===== src/rtl/lsu_stage.sv =====
// lsu_stage: RV32I load/store stage with single-outstanding bus and valid/ready writeback.
// Optional LSU_MISALIGN_TRAP_EN: misaligned H/W accesses complete with wb_err instead of a bus request.
module lsu_stage #(
  parameter int MAX_WAIT = 15
) (
  input  logic        clk,
  input  logic        rst_n,
  input  logic        in_valid,
  output logic        in_ready,
  input  logic        in_load,
  input  logic        in_store,
  input  logic [2:0]  in_funct3,
  input  logic [31:0] in_alu_res,
  input  logic [31:0] in_wdata,
  input  logic [4:0]  in_rd,
  output logic        mem_req,
  output logic        mem_we,
  output logic [31:0] mem_addr,
  output logic [3:0]  mem_be,
  output logic [31:0] mem_wdata,
  input  logic        mem_gnt,
  input  logic        mem_rvalid,
  input  logic [31:0] mem_rdata,
  output logic        wb_valid,
  input  logic        wb_ready,
  output logic [31:0] wb_data,
  output logic [4:0]  wb_rd,
  output logic        wb_we,
  output logic        wb_err
);
  typedef enum logic [1:0] {IDLE, WAIT_GNT, WAIT_RSP, DONE} state_t;
  localparam int CW = $clog2(MAX_WAIT + 2);
  state_t state, state_d;
  logic [CW-1:0] cnt;
  logic [1:0] off, off_q;
  logic [2:0] f3_q;
  logic [4:0] rd_q;
  logic ld_q, acc, mem_op, is_b, is_h, mis, tmo, rsp, waiting;
  logic [31:0] sh, ld_val;
  assign in_ready = state == IDLE || (state == DONE && wb_ready);
  assign wb_valid = state == DONE;
  assign acc = in_valid && in_ready;
  assign mem_op = in_load || in_store;
  assign is_b = in_funct3[1:0] == 2'b00;
  assign is_h = in_funct3[1:0] == 2'b01;
  assign off = is_b ? in_alu_res[1:0] : is_h ? {in_alu_res[1], 1'b0} : 2'b00;
`ifdef LSU_MISALIGN_TRAP_EN
  assign mis = mem_op && (is_h ? in_alu_res[0] : !is_b && |in_alu_res[1:0]);
`else
  assign mis = 1'b0;
`endif
  assign waiting = state == WAIT_GNT || state == WAIT_RSP;
  assign tmo = MAX_WAIT != 0 && cnt == CW'(MAX_WAIT);
  assign rsp = mem_rvalid && (state == WAIT_RSP || mem_gnt);
  assign sh = mem_rdata >> {off_q, 3'b000};
  assign ld_val = f3_q[1:0] == 2'b00 ? {{24{sh[7] & !f3_q[2]}}, sh[7:0]} :
                  f3_q[1:0] == 2'b01 ? {{16{sh[15] & !f3_q[2]}}, sh[15:0]} : mem_rdata;
  always_comb begin
    state_d = state;
    case (state)
      IDLE, DONE: state_d = acc ? (mem_op && !mis ? WAIT_GNT : DONE) :
                            state == DONE && wb_ready ? IDLE : state;
      WAIT_GNT:   state_d = mem_gnt ? (mem_rvalid ? DONE : WAIT_RSP) : tmo ? DONE : WAIT_GNT;
      WAIT_RSP:   state_d = mem_rvalid || tmo ? DONE : WAIT_RSP;
      default:    state_d = IDLE;
    endcase
  end
  always_ff @(posedge clk or negedge rst_n) begin
    if (!rst_n) begin
      state <= IDLE;
      cnt <= '0;
      mem_req <= 1'b0;
      mem_we <= 1'b0;
      mem_addr <= '0;
      mem_be <= '0;
      mem_wdata <= '0;
      wb_data <= '0;
      wb_rd <= '0;
      wb_we <= 1'b0;
      wb_err <= 1'b0;
      off_q <= '0;
      f3_q <= '0;
      ld_q <= 1'b0;
      rd_q <= '0;
    end else begin
      state <= state_d;
      cnt <= waiting && state_d == state ? cnt + 1'b1 : '0;
      if (acc && mem_op && !mis) begin
        mem_req <= 1'b1;
        mem_we <= !in_load;
        mem_addr <= {in_alu_res[31:2], 2'b00};
        mem_be <= is_b ? 4'b0001 << off : is_h ? 4'b0011 << off : 4'b1111;
        mem_wdata <= is_b ? {4{in_wdata[7:0]}} : is_h ? {2{in_wdata[15:0]}} : in_wdata;
        off_q <= off;
        f3_q <= in_funct3;
        ld_q <= in_load;
        rd_q <= in_rd;
      end else if (acc) begin
        wb_data <= in_alu_res;
        wb_rd <= mis ? 5'd0 : in_rd;
        wb_we <= !mis && in_rd != 5'd0;
        wb_err <= mis;
      end
      if (state == WAIT_GNT && state_d != WAIT_GNT) mem_req <= 1'b0;
      // a timeout completes with an error beat and no register write
      if (waiting && state_d == DONE) begin
        wb_err <= !rsp;
        wb_we <= rsp && ld_q && rd_q != 5'd0;
        wb_rd <= rsp && ld_q ? rd_q : 5'd0;
        wb_data <= rsp && ld_q ? ld_val : 32'd0;
      end
    end
  end
endmodule


===== config.mk =====
export PLATFORM = sky130hd
export DESIGN_NAME = lsu_stage
export DESIGN_NICKNAME = d
export VERILOG_FILES = /design/src/rtl/lsu_stage.sv
export SDC_FILE = /design/constraint.sdc
export NUM_CORES = 1
export LEC_CHECK = 0
export CORE_AREA = 5 5 190 100
export DETAILED_ROUTE_END_ITERATION = 6
export DIE_AREA = 0 0 195 105
export GPL_ROUTABILITY_DRIVEN = 0
export HOLD_SLACK_MARGIN = 0.15
export PLACE_DENSITY = 0.69
export REMOVE_ABC_BUFFERS = 1
export SLEW_MARGIN = 20
export SYNTH_ARGS = -nofsm -noshare
export SYNTH_HDL_FRONTEND = slang
export SYNTH_SLANG_ARGS = --single-unit

===== constraint.sdc =====
create_clock -name clk -period 3.1 [get_ports clk]
set_clock_uncertainty 0.1 [all_clocks]
set_input_delay 0.465 -clock clk [delete_from_list [all_inputs] [get_ports clk]]
set_output_delay 0.465 -clock clk [all_outputs]
set_load 0.05 [all_outputs]

==> results of run 1 <==
-- layer usage --
layer / global-route usage [%] / vias to the layer above / routed length (µm)
met5: 0 / - / 13
met4: 5.93 / 2 / 257
met3: 9.55 / 30 / 2340
met2: 30.6 / 285 / 9320
met1: 28.3 / 2772 / 9520
li1: - / 2573 / -
-- placed cells by master, fill, tap and decap left out, types with 3 or more instances in the layout --
master	count
dfrtp_1	125
o22ai_1	4
o21ai_1	41
mux2i_1	40
inv_1	28
clkbuf_1	3
buf_4	15
clkinv_2	5
nand3_1	3
nor3_1	4
a21oi_1	42
nand2b_1	6
o211ai_1	12
ha_1	10
mux2_1	46
bufinv_16	3
o21a_1	18
a21oi_2	10
xnor2_1	3
a2bb2oi_1	14
o22a_1	18
clkdlybuf4s50_1	219
clkinvlp_4	3
nor2_1	29
nand2_1	41
o221ai_1	6
a31o_2	3
clkbuf_16	17
o21ai_0	10
a221oi_1	4
nor2b_1	6
-- kinds of logic (layout without fill, tap and decap cells) --
group                      count (synthesis)  count (layout)  share of synthesized area [%]
muxes                                     88              88                           14.9
adders and majority gates                 11              11                           2.13
other                                      1               2                         0.0586
DFF                                      125             125                           48.9
buffers and inverters                     74             298                           5.47
and+or+nand+nor                          100             100                           6.96
xor gates and xnor gates                   4               4                          0.547
AOI/OAI and AO/OA                        197             197                           21.1
-- area by class of cell --
type / instances / area [µm²]
timing repair buffer: 238 / 2370
multi-input combinational: 402 / 2950
fill: 1469 / 7680
clock inverter: 12 / 146
inverter: 28 / 105
sequential: 125 / 3130
clock buffer: 20 / 437
tap: 234 / 293
-- how the worst max path moves through the flow --
stage | startpoint | end | slack (ns) | cells after the start
after floorplan | state[0] | wb_data[30] | -0.40 | 5
after global placement | in_store | wb_data[30] | 0.59 | 6
after detailed placement | mem_gnt | wb_data[13] | 0.53 | 7
after CTS | state[0] | in_ready | 0.40 | 4
after global routing | state[1] | in_ready | 0.32 | 4
final | state[1] | in_ready | 0.44 | 4
-- sequential cells by signal (all words and copies together), names as in the netlist, 2 cells and up --
| name | count |
|---|---|
| mem_wdata | 32 |
| wb_data | 32 |
| mem_addr | 30 |
| cnt | 5 |
| rd_q | 5 |
| wb_rd | 5 |
| mem_be | 4 |
| f3_q | 3 |
| off_q | 2 |
| state | 2 |
-- timing repair --
action                                  4_1_cts  5_1_grt
endpoints found under the setup margin        0        0
hold buffers                                  1        0
endpoints found under the hold margin        98        0
-- cell usage after synthesis, drive strengths merged, types with 2 or more instances --
| library cell | n | area (µm²) |
|---|---|---|
| a21oi | 52 | 298 |
| a221oi | 4 | 35.0 |
| a2bb2oi | 14 | 123 |
| a31o | 3 | 26.3 |
| and3 | 2 | 12.5 |
| buf | 31 | 189 |
| clkbuf | 15 | 56.3 |
| dfrtp | 125 | 3130 |
| ha | 10 | 125 |
| inv | 28 | 105 |
| mux2 | 47 | 529 |
| mux2i | 41 | 423 |
| nand2 | 42 | 160 |
| nand2b | 6 | 37.5 |
| nand3 | 4 | 20.0 |
| nor2 | 30 | 115 |
| nor2b | 6 | 37.5 |
| nor3 | 4 | 20.0 |
| o211a | 2 | 20.0 |
| o211ai | 12 | 90.1 |
| o21a | 18 | 135 |
| o21ai | 53 | 273 |
| o221ai | 7 | 67.6 |
| o22a | 18 | 158 |
| o22ai | 5 | 37.5 |
| o31a | 2 | 17.5 |
| or2 | 2 | 12.5 |
| xnor2 | 3 | 26.3 |
-- worst max-delay path, cell delays in order (launching register included) --
cell and delay (ns):
dfrtp_1 0.41, inv_1 0.13, ha_1 0.19, a21o_1 0.14, clkdlybuf4s50_1 0.82
-- stage by stage --
| stage | utilization [%] | total power [mW] | setup slack [ns] |
|---|---|---|---|
| after global placement | 51.6 | 9.34 | 0.594 |
| after floorplan | - | 7.11 | -0.396 |
| after global routing | 55.1 | 12.1 | 0.325 |
| after CTS | 55.1 | 11.6 | 0.403 |
| after detailed placement | 51.6 | 9.49 | 0.525 |
| final | 55.1 | 11.5 | 0.442 |
-- power breakdown --
group / internal, mW / switching (mW) / total [mW]
Clock: 1.26 / 0.751 / 2.01
Sequential: 2.44 / 0.544 / 2.98
Combinational: 2.30 / 4.20 / 6.50
==> summary.md, run 1 <==
| Metric | Value |
|---|---|
| Status | completed |
| Worst reg2reg path endpoint | wb_data[18] |
| Area after DPL | between 0.008 and 0.009 mm² |
| Fin cells | roughly 1100 |
| CTS tree | done |
| MaxCap Viol Count | 0 |
| Initial Util | 37.4% |
| Synthesis-stage register bit count | 125 |
| Cts repair resizes | 0 |
| CTS Root Cell | clkbuf_16 |
| Final WL | 21400 µm |
| Vias | 5662 |
| Worst hold slack | 0.364 ns |
| Cts bufs inserted | 17 |
| CORE AREA | 0.0171 mm² |
| HP Start | cnt[0] |
| Highest clock rate | 0.376 GHz |
| Clk sink count | 125 |
| Mean post-synth cell area | 10.7 µm² |
| Placed Cells | 1026 |
| Total Neg Setup Slack | 0 ns |
| Worst hold stages | 1 |
| First-pass GRT wire length | 33700 µm |
| Mapped Cells | 600 |
| Total number of yosys warnings | 0 |
| Iteration-0 DRC Markers | 264 |
| Vias in the first global route | 5906 |
| GRT Util Overall | 21.0% |
| Clk slew on worst S/H paths | 0.06 ns |
| DRT antenna net count | 0 |
| Worst setup SP type | register |
| Post-synth EDFFs | 0 |
| Post-CTS setup buffer count | 0 |
| Row count | 34 |
| Die area | ~0.020 mm² |
| Peak supply drop | 670 µV |
| RSZ-0062 raised after global routing | false |
| Post-synth cell types | 56 |
| Initial antenna violation count | 1 |
| PortBufs | 220 |
| Dpl hpwl | between 15000 and 20000 µm |
| Top FF cell, synth | dfrtp_1 |
| Final Hold Fails | 0 |
| RR Startpoint | off_q[1] |
| Chip height | 105 µm |
| FF-to-FF setup slack | 0.56 ns |
| Pwr Density | 1220 mW/mm² |
| Pin count of the biggest net entering global routing | 101 |
| Critical setup path kind | reg -> out |
| HP Class | reg -> reg |
| Final setup violation count | 0 |
| CP required | 2.53 ns |
| Leak | 4.00 nW |
| Area grow syn2layout | 47.2% |
| Clock Tree Buf Depth | 2 |
| Detailed-route DRC error count | 0 |
| Worst hold endpoint | cnt[0] |
| IO Count | 223 |
| Grt total ovfl | 0 |
| Routed vias/inst | about 5.3 |
| Worst-Skew Late Latency | roughly 0.42 ns |
| First-pass DRT Iterations | 5 |
| Final net count | 934 |
| Fin. max-slew vios | 0 |
| Final min period | 2.66 ns |
| Die Width | 195 µm |
| Design Area, Final | 0.00942 mm² |
| Share of layout cells above drive strength 1 | under 10% |
| WP data arrival | 2.09 ns |
| Max FO, Critical Path | 4 |
| Sequential area share after synthesis | between 40% and 50% |
| Ys async rst share | 100% |
| WL per Instance | 20.2 µm |
| # diodes | 0 |
| Critical Path Sink Type | primary output |
| H-tree depth | 4 |
| Post-Syn Area | approximately 0.0064 mm² |
| Max_slew headroom | 35.8% |
| Period utilization | 85.7% |
| Worst Tran Pin Value | 0.963 ns |
| R2R cell count | 6 |
Power figures use the tool's default switching activity.
==> run 2, diff against run 1 <==
ABC_CLOCK_PERIOD_IN_PS = 3100   (was not set)
TNS_END_PERCENT = 20   (was not set)
==> results of run 2 <==
The final DEF is identical to that of run 1; final timing and power are the same.
==> run 3, diff against run 2 <==
CTS_CLUSTER_SIZE = 25   (was not set)
==> results of run 3 <==
The final DEF is identical to that of run 1; final timing and power are the same.
